File: config.mk
export PLATFORM = sky130hd
export DESIGN_NAME = dense_layer
export DESIGN_NICKNAME = d
export VERILOG_FILES = /design/src/rtl/dense_layer.sv
export SDC_FILE = /design/constraint.sdc
export NUM_CORES = 2
export LEC_CHECK = 0
export ABC_AREA = 0
export CAP_MARGIN = 30
export CORE_MARGIN = 1
export CORE_UTILIZATION = 55
export DETAILED_ROUTE_END_ITERATION = 7
export GPL_TIMING_DRIVEN = 0
export PLACE_DENSITY = 0.85
export SYNTH_ARGS = -nofsm -noshare
export SYNTH_HDL_FRONTEND = slang
export SYNTH_SLANG_ARGS = --single-unit
File: constraint.sdc
create_clock -name clk -period 30.2 [get_ports clk]
set_input_delay 6.04 -clock clk [delete_from_list [all_inputs] [get_ports clk]]
set_output_delay 6.04 -clock clk [all_outputs]
set_load 0.005 [all_outputs]
File: src/rtl/dense_layer.sv
// Fixed-point fully connected layer: serial over the N inputs, parallel over the M neurons.
// After a start is accepted: N multiply-accumulate cycles, then an output cycle that shifts, saturates and applies the optional ReLU.
module dense_layer #(
   parameter int N    = 4,
   parameter int M    = 4,
   parameter int W    = 16,
   parameter int FRAC = 8
) (
   input  logic             clk,
   input  logic             rst_n,
   input  logic             start,
   input  logic             relu_en,
   input  logic [N*W-1:0]   x,
   input  logic [M*N*W-1:0] w,
   input  logic [M*W-1:0]   b,
   output logic [M*W-1:0]   y,
   output logic             busy,
   output logic             done
);

   localparam int ACC_W = 2*W + $clog2(N+1) + 1;
   localparam int CNT_W = (N > 1) ? $clog2(N) : 1;
   localparam logic signed [ACC_W-1:0] SAT_MAX = {{(ACC_W-W+1){1'b0}}, {(W-1){1'b1}}};
   localparam logic signed [ACC_W-1:0] SAT_MIN = {{(ACC_W-W+1){1'b1}}, {(W-1){1'b0}}};

   typedef enum logic [1:0] {IDLE, MAC, OUT} state_t;

   state_t                  state_q, state_d;
   logic [CNT_W-1:0]        count_q, count_d;
   logic [N*W-1:0]          x_q, x_d;
   logic [M*N*W-1:0]        w_q, w_d;
   logic                    relu_q, relu_d;
   logic signed [ACC_W-1:0] acc_q [M];
   logic signed [ACC_W-1:0] acc_d [M];
   logic [M*W-1:0]          y_q, y_d;
   logic                    done_q, done_d;

   logic signed [W-1:0]     x_sel;
   logic signed [W-1:0]     w_sel [M];
   logic signed [2*W-1:0]   prod [M];
   logic signed [ACC_W-1:0] shifted [M];
   logic [W-1:0]            result [M];

   // Datapath: the current input times each neuron's weight, and the output-stage conversion
   always_comb begin
      x_sel = x_q[int'(count_q)*W +: W];
      for (int j = 0; j < M; j++) begin
         w_sel[j]   = w_q[(int'(count_q)*M + j)*W +: W];
         prod[j]    = x_sel * w_sel[j];
         shifted[j] = acc_q[j] >>> FRAC;
         if (shifted[j] > SAT_MAX)
            result[j] = SAT_MAX[W-1:0];
         else if (shifted[j] < SAT_MIN)
            result[j] = SAT_MIN[W-1:0];
         else
            result[j] = shifted[j][W-1:0];
         if (relu_q && result[j][W-1])
            result[j] = '0;
      end
   end

   always_comb begin
      state_d = state_q;
      count_d = count_q;
      x_d     = x_q;
      w_d     = w_q;
      relu_d  = relu_q;
      acc_d   = acc_q;
      y_d     = y_q;
      done_d  = 1'b0;
      case (state_q)
         IDLE: begin
            if (start) begin
               x_d     = x;
               w_d     = w;
               relu_d  = relu_en;
               count_d = '0;
               for (int j = 0; j < M; j++)
                  acc_d[j] = {{(ACC_W-W){b[j*W+W-1]}}, b[j*W +: W]} <<< FRAC;
               state_d = MAC;
            end
         end
         MAC: begin
            for (int j = 0; j < M; j++)
               acc_d[j] = acc_q[j] + {{(ACC_W-2*W){prod[j][2*W-1]}}, prod[j]};
            count_d = count_q + CNT_W'(1);
            if (count_q == CNT_W'(N-1))
               state_d = OUT;
         end
         OUT: begin
            for (int j = 0; j < M; j++)
               y_d[j*W +: W] = result[j];
            done_d  = 1'b1;
            state_d = IDLE;
         end
         default: state_d = IDLE;
      endcase
   end

   always_ff @(posedge clk or negedge rst_n) begin
      if (!rst_n) begin
         state_q <= IDLE;
         count_q <= '0;
         x_q     <= '0;
         w_q     <= '0;
         relu_q  <= 1'b0;
         y_q     <= '0;
         done_q  <= 1'b0;
         for (int j = 0; j < M; j++)
            acc_q[j] <= '0;
      end else begin
         state_q <= state_d;
         count_q <= count_d;
         x_q     <= x_d;
         w_q     <= w_d;
         relu_q  <= relu_d;
         y_q     <= y_d;
         done_q  <= done_d;
         for (int j = 0; j < M; j++)
            acc_q[j] <= acc_d[j];
      end
   end

   assign y    = y_q;
   assign busy = (state_q != IDLE);
   assign done = done_q;

endmodule

After elaboration in Yosys (flattened, before gate mapping)
Index checks and enable logic that the tools add are counted.
- equal/unequal tests: 5
- shifts and indexed selects: 5
- $add $sub $neg: 8
- magnitude comparators: 8
- reductions and logical operators: 10
- mux-type cells: 20
- $mul: 4
- operators by type and width (operator ; count):
    $shiftx 256x10->16 ; 3
    $pmux 144 s2 ; 1
    $shiftx 256x9->16 ; 1
    $mux 16 ; 12
    $add 36x36->36 ; 4
    $mux 144 ; 1
    $mul 16x16->32 ; 4
    $gt 28x16->1 const B ; 4
    $lt 28x16->1 const B ; 4
    $shiftx 64x7->16 ; 1
    $add 4x2->5 const B ; 2
    $pmux 2 s2 ; 2
    $mux 2 ; 3
    $reduce_and 2->1 ; 3
    $add 4x1->5 const B ; 1
    $eq 2x2->1 const B ; 2
    $logic_and 1x1->1 ; 4
    $ne 2x2->1 const B ; 2
    $reduce_bool 2->1 ; 2
    $add 2x1->2 const B ; 1
    $eq 2x1->1 const B ; 1
    $logic_not 2->1 ; 1
    $mux 1 ; 1
- output and inout port bits: 66
- word-level logic and storage cells: 71
- bits of input ports: 388
- flip-flop bits (word level): 534

Logic depth before layout (Yosys ltp)
- word-level depth: 5
- depth in mapped cells: 43
- gate-level depth less buffers: 39

Worst setup path before layout
Ideal clock, no wire load.
- path kind: reg-to-reg
- start point: register count_q[1]
- end point: register acc_q[106] (netlist name)
- data required time: 30.071 ns
- period minus slack after synthesis: 9.835 ns
- path slack: 20.365 ns
- buffers on the path: 4
- library setup time: 0.129 ns
- cell stages (with the launch flop): 38
- arrival time: 9.705 ns
- path through: dfrtp_1 clkbuf_1 buf_1 clkbuf_1 buf_1 mux2i_1 nand2_1 o21ai_1 nor2_1 fa_1 inv_1 fa_1 fa_1 inv_1 fa_1 fa_1 inv_1 fa_1 [... 2 more ...] and2_1 a221o_1 a21oi_1 nor2b_1 or3_1 xor2_1 ha_1 a21o_1 a21o_1 a21o_1 a221o_1 a221o_1 a21oi_1 o21ai_1 o41ai_1 o21ai_1 xnor2_1 o21ai_1
- word-level cells in the longest chain between the ends: 5
- elaborated cells on any way between the ends: 6
- those cells by class: add/sub (2); mul (1); shift (2); mux (1)
- RTL lines (what ; RTL line ; source):
    from (decl) ; 29 ; logic [CNT_W-1:0] count_q, count_d;
    from (signal assigned) ; 113 ; count_q <= count_d;
    $add 4x1->5 ; 48 ; w_sel[j] = w_q[(int'(count_q)*M + j)*W +: W];
    $shiftx 256x10->16 ; 48 ;
    $mul 16x16->32 * ; 49 ; prod[j] = x_sel * w_sel[j];
    $add 36x36->36 * ; 85 ; acc_d[j] = acc_q[j] + {{(ACC_W-2*W){prod[j][2*W-1]}}, prod[j]};
    $pmux 144 s2 * ; 71 ; case (state_q)
    to (signal, indexed assignment) ; 120 ; acc_q[j] <= acc_d[j];
    to (decl) ; 33 ; logic signed [ACC_W-1:0] acc_q [M];
Mark *: on every way between the ends. The rest lies on a longest branch, timed or not.
A chain may end at the register's enable or synchronous reset.

Worst setup path in the final report
- start point: register count_q[1]
- end point: register acc_q[35] (netlist name)
- word-level cells in the longest chain between the ends: 5
- elaborated cells on any way between the ends: 6
- those cells by class: add/sub (2); mul (1); shift (2); mux (1)
- RTL lines (what ; RTL line):
    $add 4x2->5 ; 48
    $shiftx 256x10->16 ; 48
    $mul 16x16->32 * ; 49
    $add 36x36->36 * ; 85
    $pmux 144 s2 * ; 71
Marked as above.

==> results.json <==
{
  "antenna_found_initial": 21,
  "hold_path_depth": 2,
  "crit_fanout": 10,
  "syn-num-nets": 9817,
  "finalHoldViolCount": 0,
  "min-delay-path-class": "flop to flop",
  "die_h_microns": 354,
  "wl_per_cell_microns": 25.2,
  "cts_tree": "built",
  "multi_input_area_sq_um": 49000,
  "crit_family": "adder cells",
  "avgSynthCellArea_sq_um": 8.64,
  "viasPerCell": 5.97,
  "ctsResizeCount": 0,
  "areaGrowthSynthToFinish_pct": 15.0,
  "cts_setup_buffers": 0,
  "cp_common_cell": "fa_1",
  "setup.worst_path.end_class": "flop",
  "whs_ns": 0.475,
  "drc_errors": 1,
  "slew_violations": 0,
  "dieArea_sq_um": 126000,
  "die_x_microns": 354,
  "synthCells": 7905,
  "final_common_cell": "nand2_1",
  "synthFlopType": "dfrtp_1",
  "rsz0062_at_grt": "no",
  "io_buffers": 453,
  "grt_busiest_layer": "met2",
  "ys.warnings.count": 0,
  "min_from": "y[24]$_DFFE_PN0P_",
  "grt-ovfl-total": 0,
  "period_share_pct": 42.9,
  "fmax_mhz": 77.2,
  "cts.path.max_buffers": 3,
  "htree_levels": 2,
  "setup_viol": 0,
  "fillCellCount": 10002,
  "crit_cells": 37,
  "holdBufCountCts": 0,
  "slew-limit-headroom_pct": 22.7,
  "cp.arrival_ns": 13.54,
  "row_count": 128,
  "cpMaxStageDelayCell": "clkbuf_1",
  "clock_skew_ns": 0.0303,
  "clkLatencyLatePin_ns": 0.72,
  "met1_usage_pct": 49.1,
  "worst_r2r_startpoint": "count_q[1]$_DFFE_PN0P_",
  "dp_hpwl_mm": 211,
  "grt_use_met2_pct": 62.5,
  "worst_slew_pin_slew_ns": 1.16,
  "root_buffer": "clkbuf_16",
  "ys_seq_elements": 534,
  "synth-edff-count": 0,
  "critPathMaxStageDelay_ns": 0.84,
  "final_cell_mix": "1,769 x nand2_1, 1,234 x inv_1, 1,052 x fa_1, 669 x nor2_1, 534 x dfrtp_1",
  "clock-sinks": 534,
  "required_ns": 30.79,
  "path_class": "flop to flop",
  "async_flop_share_pct": 100,
  "maxCapViolations": 0,
  "crit_buf_inv": 8,
  "syn_area_sq_um": 68300,
  "antenna_left": 0,
  "synth_area_leaders": "fa_1 31%, dfrtp_1 20%, nand2_1 9.7%, ha_1 8.7%, inv_1 6.8%",
  "drive_gt1_share_pct": 4.18,
  "startpoint": "count_q[1]$_DFFE_PN0P_",
  "violations": "DRC",
  "grt_usage_pct": 41.0,
  "clkTransAtPathRegs_ns": 0.06,
  "firstDrtPassIters": 8,
  "gr-usage-met3_pct": 12.6,
  "grt_max_degree": 124,
  "seq_area_sq_um": 13400,
  "seq_area_frac_synth_pct": 19.6,
  "nets": 10434,
  "rr_worst_depth": 37,
  "layout_min_cycle_time_ns": 12.96,
  "dr_total_vias": 61064,
  "synth_cell_types": 82,
  "cts_buffers": 60,
  "core_sq_um": 123000,
  "gp_congestion": 1.06,
  "drt_iter0_drc": 7007,
  "boundaryPins": 454,
  "grt_pass1_wl_mm": 379,
  "critPathLaunchType": "flop",
  "synth_top_area_share_pct": 30.8,
  "grt_pass1_vias": 62282,
  "status": "complete, but fails checks",
  "initial_core_util_pct": 55.7,
  "synth_largest_area_cell": "fa_1",
  "drt-total-wl_mm": 257
}
[cell families after synthesis]
logic type / Yosys count / synth area share, %
multiplexers: 144 / 2.66
AND/OR/NAND/NOR: 2885 / 17.4
flip-flops: 534 / 19.6
XOR/XNOR: 243 / 3.12
AO/OA/AOI/OAI: 999 / 9.04
buffers and inverters: 1576 / 8.68
adder cells (fa/ha/maj): 1524 / 39.5
[Yosys cell counts (all sizes together), types with 67 or more instances]
| cell | instances |
|---|---|
| nand2 | 1769 |
| and2 | 92 |
| nand3 | 67 |
| o21ai | 310 |
| a21oi | 239 |
| clkbuf | 310 |
| nor2 | 669 |
| dfrtp | 534 |
| xor2 | 76 |
| inv | 1235 |
| o21a | 77 |
| a21o | 111 |
| ha | 472 |
| xnor2 | 167 |
| fa | 1052 |
[layout make-up]
| class | count | area share, % |
|---|---|---|
| diodes | 25 | 0.0797 |
| plain buffers | 340 | 1.64 |
| clock buffers | 76 | 2.13 |
| clock inverters | 35 | 0.637 |
| inverters | 1236 | 5.91 |
| multi-input cells | 5795 | 62.4 |
| flip-flops and latches | 534 | 17.0 |
| well taps | 1625 | 2.59 |
| repair buffers | 555 | 7.60 |
[metrics by stage]
step	instance area, sq um	std cells	worst slack [ns]	utilization (%)	setup TNS [ns]
floorplan	68300	7905	20.37	-	0
global placement	74800	9983	-0.972	61.1	-386.81
detailed placement	76000	10063	17.51	62.0	0
CTS	78200	10174	17.46	63.8	0
global route	78500	10204	16.96	64.1	0
finish	78500	10221	17.24	64.1	0
[path summary, 6_finish.rpt]
| check | to | slack, ns |
|---|---|---|
| worst min-delay path | y[24]$_DFFE_PN0P_ | 0.47 |
| worst max register to register | acc_q[35]$_DFFE_PN0P_ | 17.24 |
| worst max-delay path | acc_q[35]$_DFFE_PN0P_ | 17.24 |
| min in group asynchronous | acc_q[84]$_DFFE_PN0P_ | 5.37 |
| max in group asynchronous | x_q[44]$_DFFE_PN0P_ | 23.13 |
| worst min register to register | y[24]$_DFFE_PN0P_ | 0.47 |
[worst min-delay path, cell delays in order (launching register included)]
cell and delay, ns:
dfrtp_1 0.34, nand2_1 0.04, o21ai_0 0.06
[registers in the layout, summed over array words and instances (netlist names)]
| signal | cells |
|---|---|
| relu_q | 1 |
| done | 1 |
| x_q | 64 |
| w_q | 256 |
| acc_q | 144 |
| y | 64 |
| count_q | 2 |
| state_q | 2 |
[layer usage]
layer / part of all wire (%) / vias up
met5: 0.13 / -
met4: 9.0 / 12
met3: 12 / 1187
met2: 44 / 3813
met1: 35 / 30164
li1: - / 25888
Power is left out: the tool's default activity adds up to more than one toggle a clock period on the data nets, which glitch-free logic cannot reach.
